===== src/rtl/pipe_scroller.sv =====
// Two-pipe scroller with game FSM and pass score.
// Moves pipes on each game tick and freezes per-pipe gap heights.
module pipe_scroller #(
  parameter int TICK_BIT = 16,
  parameter int SCREEN_W = 640,
  parameter int VIS_W    = 600,
  parameter int SPACING  = 320,
  parameter int SPEED    = 2,
  parameter int BIRD_X   = 100,
  parameter int END_MARK = 395
) (
  input  logic        clk,
  input  logic        Reset,
  input  logic [24:0] Clks,
  input  logic        Button,
  input  logic        Collision,
  input  logic [15:0] Pattern1,
  input  logic [15:0] Pattern2,
  output logic [15:0] PipesPosition1,
  output logic [15:0] PipesPosition2,
  output logic [15:0] Gap1,
  output logic [15:0] Gap2,
  output logic [7:0]  Score,
  output logic        Running,
  output logic        GameOver
);

  localparam logic [15:0] SW = 16'(SCREEN_W);
  localparam logic [15:0] VW = 16'(VIS_W);
  localparam logic [15:0] P2 = 16'(SCREEN_W + SPACING);
  localparam logic [15:0] SP = 16'(SPEED);
  localparam logic [15:0] BX = 16'(BIRD_X);
  localparam logic [15:0] EM = 16'(END_MARK);

  typedef enum logic [1:0] {
    IDLE,
    RUN,
    DEAD,
    DONE
  } state_e;

  state_e      state_q, state_d;
  logic        tb_q, tb_d;
  logic [15:0] pos1_q, pos1_d;
  logic [15:0] pos2_q, pos2_d;
  logic [15:0] gap1_q, gap1_d;
  logic [15:0] gap2_q, gap2_d;
  logic [7:0]  score_q, score_d;
  logic        run_q, over_q;
  logic        tick;
  logic [15:0] n1, n2, g1, g2;
  logic        x1, x2, e1, e2;
  logic [8:0]  sum;
  logic        unused_clks;

  assign unused_clks = ^Clks;

  function automatic logic [15:0] step(
    input logic [15:0] p
  );
    if (p == 16'd0)
      return SW;
    else if (p < SP)
      return 16'd0;
    else
      return p - SP;
  endfunction

  assign tb_d = Clks[TICK_BIT];
  assign tick = !tb_q && Clks[TICK_BIT];

  // next-position, gap capture, crossing and view-entry per pipe
  always_comb begin
    n1 = step(pos1_q);
    n2 = step(pos2_q);
    g1 = (pos1_q > VW) ? Pattern1 : gap1_q;
    g2 = (pos2_q > VW) ? Pattern2 : gap2_q;
    x1 = (pos1_q >= BX) && (n1 < BX);
    x2 = (pos2_q >= BX) && (n2 < BX);
    e1 = (pos1_q > VW) && (n1 <= VW)
      && (g1 == EM);
    e2 = (pos2_q > VW) && (n2 <= VW)
      && (g2 == EM);
    sum = {1'b0, score_q}
      + {8'd0, x1} + {8'd0, x2};
  end

  always_comb begin
    state_d = state_q;
    pos1_d  = pos1_q;
    pos2_d  = pos2_q;
    gap1_d  = gap1_q;
    gap2_d  = gap2_q;
    score_d = score_q;
    if (tick) begin
      unique case (state_q)
        IDLE: begin
          if (!Button) state_d = RUN;
        end
        RUN: begin
          if (Collision) begin
            state_d = DEAD;
          end else begin
            pos1_d  = n1;
            pos2_d  = n2;
            gap1_d  = g1;
            gap2_d  = g2;
            score_d = sum[8] ? 8'hff : sum[7:0];
            if (e1 || e2) state_d = DONE;
          end
        end
        default: ;
      endcase
    end
  end

  always_ff @(posedge clk) begin
    if (!Reset) begin
      state_q <= IDLE;
      tb_q    <= tb_d;
      pos1_q  <= SW;
      pos2_q  <= P2;
      gap1_q  <= '0;
      gap2_q  <= '0;
      score_q <= '0;
      run_q   <= 1'b0;
      over_q  <= 1'b0;
    end else begin
      state_q <= state_d;
      tb_q    <= tb_d;
      pos1_q  <= pos1_d;
      pos2_q  <= pos2_d;
      gap1_q  <= gap1_d;
      gap2_q  <= gap2_d;
      score_q <= score_d;
      run_q   <= (state_d == RUN);
      over_q  <= (state_d == DEAD)
        || (state_d == DONE);
    end
  end

  assign PipesPosition1 = pos1_q;
  assign PipesPosition2 = pos2_q;
  assign Gap1           = gap1_q;
  assign Gap2           = gap2_q;
  assign Score          = score_q;
  assign Running        = run_q;
  assign GameOver       = over_q;

endmodule

===== config.mk =====
export PLATFORM = sky130hd
export DESIGN_NAME = pipe_scroller
export DESIGN_NICKNAME = d
export VERILOG_FILES = /design/src/rtl/pipe_scroller.sv
export SDC_FILE = /design/constraint.sdc
export NUM_CORES = 1
export LEC_CHECK = 0
export CORE_ASPECT_RATIO = 0.7
export CORE_MARGIN = 4
export CORE_UTILIZATION = 30
export DETAILED_ROUTE_END_ITERATION = 7
export SYNTH_ARGS = -nofsm -noshare
export SYNTH_HDL_FRONTEND = slang
export SYNTH_SLANG_ARGS = --single-unit

===== constraint.sdc =====
create_clock -name clk -period 3.6 [get_ports clk]
set_clock_uncertainty 0.2 [all_clocks]
set_input_delay 0.72 -clock clk [delete_from_list [all_inputs] [get_ports clk]]
set_output_delay 0.72 -clock clk [all_outputs]
set_load 0.05 [all_outputs]

==> impl_results.md, run 1 <==
* Port bufs at 110
* Antenna-violating nets left at 0
* Pwr Density at between 300 and 400 nW/um^2
* Busiest grt layer: met2
* Commonest cells after routing, fill and taps aside: clkdlybuf4s50_1 (110), dfxtp_1 (73), buf_4 (64)
* YS warnings at 0
* Final setup fails at 0
* Final core utilization at 0.460
* Final worst-path cycle share at 0.992
* Number of top-level pins at 135
* Clock Latency Late Sink at 330 ps
* M1 GR Usage at 0.238
* H-tree depth at 3
* CP Launch Type: register
* Met3 Usage GRT at 0.0645
* N_diodes at 0
* Initial DRC Count at approximately 320
* Total leakage power at 0.00262 uW
* FMAX at 280 MHz
* TritonRoute pass-1 iters at 4
* Syn_area_per_cell at 8.32 sq um
* Gr usage total at 0.176
* Filler cell count at 1,353
* CTS sink cnt at 77
* Slew Limit Fails at 0
* Antenna violations before repair at 0
* Clock Pin Slew Worst Setup and Hold Paths at about 70 ps
* Via Count at 4,562
* Drt wl/cell at 16.8 microns
* Area Overhead vs Synth at 49.4%
* Mapped cell area at 4300 sq um
* Fin crit period at 3570 ps
* First-pass GRT wire length at 23.1 mm
* CTS Buf Count at 9
* Critical path peak fanout at 2
* Worst vdd ir at 0.000237 V
* Slew headroom at 0.427
* Post-synth EDFFs at 0
* Clk root buf: clkbuf_16
* Critical Path AT at 3550 ps
* Netlist cell types at 76
* # hold bufs at CTS at 0
* Actual slew at the worst max-slew pin at 859 ps
* Most used flip-flop cell after synthesis: dfxtp_1
* Final nets at 732
* CTS tree: done
* Design Power at slightly below 2000 uW
* DR vias/cell at between 5 and 6
* Worst Path Required at 3580 ps
* Outcome: complete, no violations
* M2 GR Usage at 0.267
* Ys async rst share at 0
* Hold Vio Cnt, Final at 0
* Worst Hold Slack at 300 ps
* Synthesized flop and latch total at 77
* Die Y at 108 microns
* Share of the yosys chip area belonging to registers at 0.359
* Clock buffer depth at 2
* Number of global-route vias before repair at 4,450
* RSZ-0062 raised after global routing: true
* Setup crit end kind: register
* Die ar. at 16,300 sq um
* DRC errors left at 0
* Mapped Nets at approximately 580
* Layout cell share with drive strength beyond 1 at 0.199
* Die X at ~150 microns
* Hold WC Path Type: reg -> reg
* Starting Density at 0.308
* Largest net degree at the start of global routing at 47
* Post-Route WL at 14.4 mm
* Detailed Place HPWL at 10.2 mm
* # rows at 36
* Total of max-cap violations at 0
* Core Region at 14,000 sq um
* CP Class: reg -> reg
* Global route overflow at 0
* Syn Inst Count at 516
* Final Wtd Congestion at around 0.9
* Commonest non-fill, non-tap cell in the layout: clkdlybuf4s50_1
[sequential cells by signal, summed over array words and instances, names as in the netlist]
register,cells
Gap1,16
Gap2,16
PipesPosition1,16
PipesPosition2,16
Score,8
state_q,2
GameOver,1
Running,1
tb_q,1
[per-stage QoR]
stage	cell area [sq um]	worst slack, ps	cells	TNS (ps)
4_1_cts	6330	-3.45	862	-3.45
2_1_floorplan	4310	20.6	516	0
5_1_grt	6420	-55.3	862	-193
6_report	6420	28.3	862	0
3_5_place_dp	5840	-87.2	828	-256
3_3_place_gp	5840	1.48	828	0
[layer usage]
| metal | part of all wire | routed length (microns) |
|---|---|---|
| met3 | 0.098 | 1410 |
| met5 | 0 | 0 |
| met1 | 0.45 | 6470 |
| met2 | 0.44 | 6300 |
| met4 | 0.018 | 253 |
[cell type report]
type	count	area [sq um]	area share
Multi-Input combinational cell	395	2700	0.421
Timing Repair Buffer	176	1610	0.251
Sequential cell	77	1550	0.241
Tap cell	190	238	0.0370
Clock buffer	9	225	0.0351
Clock inverter	7	66.3	0.0103
Inverter	8	30.0	0.00468
[power by group]
part	total [uW]	internal, uW	switching (uW)
sequential	867	860	7.04
combinational	188	88.4	99.2
clock	895	487	408
[Yosys cell counts (all sizes together) (3+ instances only)]
| cell type | count | area [sq um] |
|---|---|---|
| o21ai | 23 | 115 |
| a311oi | 4 | 35.0 |
| xor2 | 3 | 26.3 |
| dfxtp | 77 | 1540 |
| a21oi | 33 | 169 |
| a21boi | 3 | 22.5 |
| nand2b | 7 | 43.8 |
| a211oi | 3 | 22.5 |
| a211o | 3 | 26.3 |
| nor4 | 11 | 98.8 |
| or2 | 4 | 25.0 |
| inv | 8 | 30.0 |
| and2 | 4 | 25.0 |
| ha | 3 | 37.5 |
| o211a | 3 | 30.0 |
| mux2i | 36 | 360 |
| nor2 | 62 | 233 |
| clkbuf | 26 | 128 |
| or3 | 13 | 88.8 |
| a31oi | 5 | 31.3 |
| nand3 | 10 | 50.1 |
| nor3 | 19 | 105 |
| nor4b | 7 | 61.3 |
| o21a | 4 | 30.0 |
| o311ai | 3 | 26.3 |
| o31ai | 4 | 30.0 |
| nor2b | 13 | 81.3 |
| o211ai | 7 | 57.6 |
| or3b | 3 | 28.8 |
| nand4 | 8 | 50.1 |
| nand2 | 46 | 173 |
| or4 | 8 | 61.3 |
| o221a | 3 | 33.8 |
| xnor2 | 6 | 52.6 |
| a22oi | 3 | 22.5 |
| nor3b | 4 | 35.0 |
| buf | 10 | 55.1 |
| or4b | 3 | 33.8 |
[cell families (layout without fill, tap and decap cells)]
group | count (synthesis) | after routing | synth area share
compound gates | 116 | 116 | 0.181
buf+inv | 44 | 200 | 0.0495
fa+ha+maj | 4 | 4 | 0.0134
flops | 77 | 77 | 0.359
mux | 37 | 37 | 0.0874
xor+xnor | 9 | 9 | 0.0184
simple gates | 229 | 229 | 0.291
[path summary, 6_finish.rpt]
kind                                        start                  to  slack [ps]  cells past startpoint
worst max-delay path            PipesPosition1[2]  PipesPosition1[13]          30                     23
worst max register to register  PipesPosition1[2]  PipesPosition1[13]          30                     23
worst min register to register           Gap2[12]            Gap2[12]         300                      2
worst min-delay path                     Gap2[12]            Gap2[12]         300                      2
[worst max-delay path, cell delays in order (launching register included)]
cell and delay, ps:
dfxtp_2 320, inv_2 60, ha_4 130, or4b_4 460
or3_4 420, nor3_4 190, buf_4 150, buf_4 100
buf_4 90, buf_4 90, buf_4 100, buf_4 100
buf_4 100, buf_4 90, buf_4 90, buf_4 90
buf_4 90, buf_4 100, buf_6 80, buf_4 80
buf_4 90, o21ai_2 40, nand2_1 90, a21oi_2 60
[repair_timing]
action | in CTS | in global routing
endpoints found under the setup margin | 7 | 9
resized for setup | 11 | 21
pin swaps | 4 | 8
buffers inserted | 18 | 2
No activity file was read; power rests on OpenSTA's default activity.
==> run 2, diff against run 1 <==
CAP_MARGIN = 20   (was default)
CORE_ASPECT_RATIO = 1.4   (was 0.7)
GPL_TIMING_DRIVEN = 0   (was default)
==> impl_results.md, run 2 (synthesized netlist as in run 1, its figures left out) <==
* CTS tree: done
* Hold path endpoint: Gap1[2]
* Worst r2r dst: Score[5]
* Antenna violations before repair at 0
* Critical Path AT at 3590 ps
* DR vias/cell at ~5.3
* Port bufs at 110
* Drt wl/cell at 16.8 microns
* Worst Path Required at 3610 ps
* Starting Density at 0.307
* Slew headroom at 0.498
* Post-route non-filler standard cell count at 834
* HP Start: Gap1[2]
* CP Class: reg -> reg
* Gr usage total at 0.172
* Detailed Place HPWL at around 11 mm
* First-pass GRT wire length at 22.3 mm
* Fin crit period at 3580 ps
* Core Region at 14,000 sq um
* Total leakage power at 0.00243 uW
* CP Launch Type: register
* Die X at 109 microns
* CTS Buf Count at 9
* Die ar. at 16,300 sq um
* Post-Route WL at 14.0 mm
* Total of max-cap violations at 0
* Actual slew at the worst max-slew pin at between 700 and 800 ps
* Filler cell count at approximately 1.4k
* Largest net degree at the start of global routing at 17
* Hold Path Stages at 2
* RSZ-0062 raised after global routing: true
* Commonest non-fill, non-tap cell in the layout: clkdlybuf4s50_1
* Slew Limit Fails at 0
* Critical path peak fanout at 5
* Clk root buf: clkbuf_16
* Commonest cells after routing, fill and taps aside: clkdlybuf4s50_1 (110), dfxtp_1 (71), nor2_1 (58)
* N_diodes at 0
* TritonRoute pass-1 iters at 7
* Final Wtd Congestion at 0.882
* CTS sink cnt at between 70 and 80
* # rows at 51
* Clock Latency Late Sink at 340 ps
* Layout cell share with drive strength beyond 1 at 0.162
* Reg2Reg Setup Slack at 20 ps
* Global route overflow at 0
* Final setup fails at 0
* FMAX at ~280 MHz
* Final worst-path cycle share at 0.996
* Initial DRC Count at around 220
* # hold bufs at CTS at 0
* R2R Path Start: PipesPosition1[2]
* Antenna-violating nets left at 0
* Die Y at roughly 150 microns
* Final nets at between 700 and 800
* Pwr Density at between 300 and 400 nW/um^2
* Setup crit end kind: register
* Worst vdd ir at 0.000175 V
* Clock buffer depth at 2
* Placed cell count at 811
* Area Overhead vs Synth at 46.0%
* Number of global-route vias before repair at about 4.4k
* Via Count at 4,432
* Hold WC Path Type: reg -> reg
* H-tree depth at 3
* Outcome: complete, no violations
* R2r worst-path depth at 14
* Clock Pin Slew Worst Setup and Hold Paths at approximately 70 ps
* DRC errors left at 0
* Hold Vio Cnt, Final at 0
* Number of top-level pins at about 140
* Final core utilization at 0.449
[run 2: where the power goes]
part / internal [uW] / leakage, uW / switching, uW
Combinational: 83.3 / 0.00167 / 96.7
Clock: 483 / 0.000136 / 419
Sequential: 858 / 0.000625 / 8.34
Total: 1430 / 0.00243 / 524
[run 2: routing by layer]
metal  up-vias  share of wire  global-route usage
li1       2148              -                   -
met1      2137           0.39               0.193
met2       121           0.53               0.308
met3        26          0.059              0.0419
met4         0          0.025              0.0695
met5         -              0                   0
[run 2: worst max-delay path by stage]
stage                      startpoint  cells after the start  endpoint  slack (ps)
floorplan           PipesPosition1[6]                     14  Score[2]          20
global placement    PipesPosition2[1]                     16  Score[2]        -310
detailed placement  PipesPosition2[1]                     16  Score[2]        -350
CTS                 PipesPosition1[2]                     14  Score[7]          10
global route        PipesPosition2[1]                     13  Score[5]         -90
finish              PipesPosition1[2]                     14  Score[5]          20
[run 2: cell type report]
| cell class | count | area, sq um | area share |
|---|---|---|---|
| multi-input combinational | 395 | 2800 | 0.446 |
| sequential | 77 | 1550 | 0.248 |
| timing repair buffer | 122 | 1200 | 0.191 |
| tap | 185 | 231 | 0.0369 |
| clock buffer | 9 | 225 | 0.0359 |
| buffer | 31 | 166 | 0.0265 |
| clock inverter | 7 | 63.8 | 0.0102 |
| inverter | 8 | 32.5 | 0.00519 |
[run 2: critical path, cell delays in order (launching register included)]
cell,delay (ps)
dfxtp_4,360
inv_4,60
ha_4,130
or4b_4,490
or3_4,400
nor3_4,150
a311oi_2,120
or3_4,380
nor3_4,190
fa_2,280
buf_6,100
nand4_1,180
nor2_1,200
xnor2_1,130
a21oi_1,80
[run 2: what timing repair did]
action,CTS,global route
setup endpoints to repair,8,8
buffers inserted,5,7
resized for setup,21,37
pin swaps,8,27
[run 2: per-stage QoR]
stage | cell area [sq um] | setup TNS [ps] | hold slack (ps) | setup WS [ps] | total power (uW)
floorplan | 4310 | 0 | 342 | 20.6 | 976
global placement | 5640 | -2180 | 276 | -312 | 1060
global route | 6270 | -451 | 329 | -93.6 | 2020
finish | 6270 | 0 | 300 | 15.1 | 1950
CTS | 6070 | 0 | 306 | 10.3 | 1960
detailed placement | 5640 | -2530 | 288 | -352 | 1060
==> run 3, diff against run 2 <==
MAX_ROUTING_LAYER = met4   (was default)
SKIP_LAST_GASP = 1   (was default)
==> impl_results.md, run 3 (synthesized netlist as in run 1, its figures left out) <==
* Clock Latency Late Sink at 340 ps
* CTS Buf Count at 9
* Hold Path Stages at 2
* Hold path endpoint: Gap1[0]
* Commonest cells after routing, fill and taps aside: clkdlybuf4s50_1 (110), dfxtp_1 (72), nor2_1 (59)
* Pwr Density at roughly 310 nW/um^2
* RSZ-0062 raised after global routing: true
* Outcome: complete, no violations
* Post-route non-filler standard cell count at 830
* CTS sink cnt at between 70 and 80
* # rows at about 50
* Number of global-route vias before repair at 4,418
* Actual slew at the worst max-slew pin at 811 ps
* Worst vdd ir at 0.000181 V
* Starting Density at 0.307
* Reg2Reg Setup Slack at around 140 ps
* Via Count at 4,400
* Total of max-cap violations at 0
* R2R Path Start: PipesPosition1[2]
* DR vias/cell at roughly 5.3
* CP Launch Type: register
* Final Wtd Congestion at 0.888
* Number of top-level pins at 135
* Hold Vio Cnt, Final at 0
* Die Y at 150 microns
* Clk root buf: clkbuf_16
* Filler cell count at 1,380
* Detailed Place HPWL at 10.6 mm
* Clock buffer depth at 2
* Sw Share at 0.266
* Pint at 1420 uW
* Multi-input logic area at 2730 sq um
* Die X at 109 microns
* H-tree depth at 3
* Total leakage power at 0.00238 uW
* Slew Limit Fails at 0
* FMAX at 289 MHz
* Die ar. at between 15,000 and 20,000 sq um
* Critical path peak fanout at 4
* Fin crit period at 3460 ps
* N_diodes at 0
* Global route overflow at 0
* TritonRoute pass-1 iters at 5
* Largest net degree at the start of global routing at 17
* Core Region at 14,000 sq um
* Commonest non-fill, non-tap cell in the layout: clkdlybuf4s50_1
* R2r worst-path depth at 14
* CP Class: reg -> reg
* Worst Path Required at ~3600 ps
* First-pass GRT wire length at 22.0 mm
* Accumulated negative setup slack at 0 ps
* Post-Route WL at 14.1 mm
* Area Overhead vs Synth at 43.2%
* FF/Latch Area at 1550 sq um
* HP Start: Gap1[0]
* Layout cell share with drive strength beyond 1 at 0.146
* Placed cell count at 811
* Port bufs at 110
* CP max stage cell: or4b_4
* Net switching power at 515 uW
* Hold WC Path Type: reg -> reg
* Worst r2r dst: Score[4]
* Antenna violations before repair at 0
* Worst Setup SP: PipesPosition1[2]
* Clock power frac at 0.461
* Power share of the combinational group at 0.091
* Final nets at 705
* Final core utilization at 0.440
* CTS tree: done
* Gr usage total at 0.176
* Clock Pin Slew Worst Setup and Hold Paths at ~70 ps
* Final design area excluding fillers at a little over 6000 sq um
* Slew headroom at 0.454
* Post-DP Area at 5640 sq um
* Final worst-path cycle share at 0.962
* Final setup fails at 0
* Drt wl/cell at 16.9 microns
* Setup crit end kind: register
* Max incr delay on CP at 500 ps
* Antenna-violating nets left at 0
* Cell Chain, Critical Path: inv_1 -> ha_2 -> or4b_4 -> or3_4 -> nor3_4 -> a311oi_2 -> or3_4 -> nor3_4 -> fa_2 -> ha_4 -> and3_4 -> nand2_2 -> xor2_1 -> a21oi_1
* DRC errors left at 0
* Critical Path AT at 3470 ps
* Reg power frac at 0.447
* Initial DRC Count at 196
-- run 3: through the flow --
step	hold WS [ps]	power, uW	worst slack (ps)
after global routing	330	2020	-19.1
after global placement	276	1060	-295
after floorplan	342	976	20.6
final	300	1940	138
after detailed placement	288	1060	-312
after CTS	308	1960	12.0
-- run 3: worst max-delay path, delay by kind of cell (launching register included) --
family | cells | cell delay (ps)
AO/OA/AOI/OAI | 2 | 200
XOR/XNOR | 1 | 150
buffers and inverters | 1 | 50
flip-flops | 1 | 350
AND/OR/NAND/NOR | 7 | 1790
adder cells (fa/ha/maj) | 3 | 580
-- run 3: power by group through the flow --
stage / Sequential, uW / Combinational, uW / Clock (uW)
finish: 867 / 177 / 894
global route: 868 / 188 / 961
CTS: 867 / 175 / 921
detailed placement: 887 / 172 / 0
global placement: 887 / 171 / 0
floorplan: 909 / 66.9 / 0
-- run 3: layer usage --
metal,track usage,routed length (microns),part of all wire
met1,0.188,5580,0.40
met2,0.314,7510,0.53
met3,0.0337,700,0.050
met4,0.0695,258,0.018
met5,-,0,0
-- run 3: layout make-up --
type,count,share of cell area
plain buffers,32,0.0273
clock buffers,9,0.0366
clock inverters,7,0.0104
inverters,8,0.00488
multi-input cells,395,0.443
flip-flops and latches,77,0.252
well taps,185,0.0376
repair buffers,117,0.188
-- run 3: what timing repair did --
action                                  in CTS  in global routing
pin swaps                                    5                  8
endpoints found under the setup margin       8                  8
buffers inserted                             1                  6
hold buffers                                 0                  0
resized for setup                           18                 21
cloned                                       0                  0
-- run 3: worst max path at each step --
| stage | endpoint |
|---|---|
| 2_1_floorplan | Score[2] |
| 3_3_place_gp | Score[2] |
| 3_5_place_dp | Score[2] |
| 4_1_cts | Score[4] |
| 5_1_grt | Score[2] |
| 6_report | Score[4] |
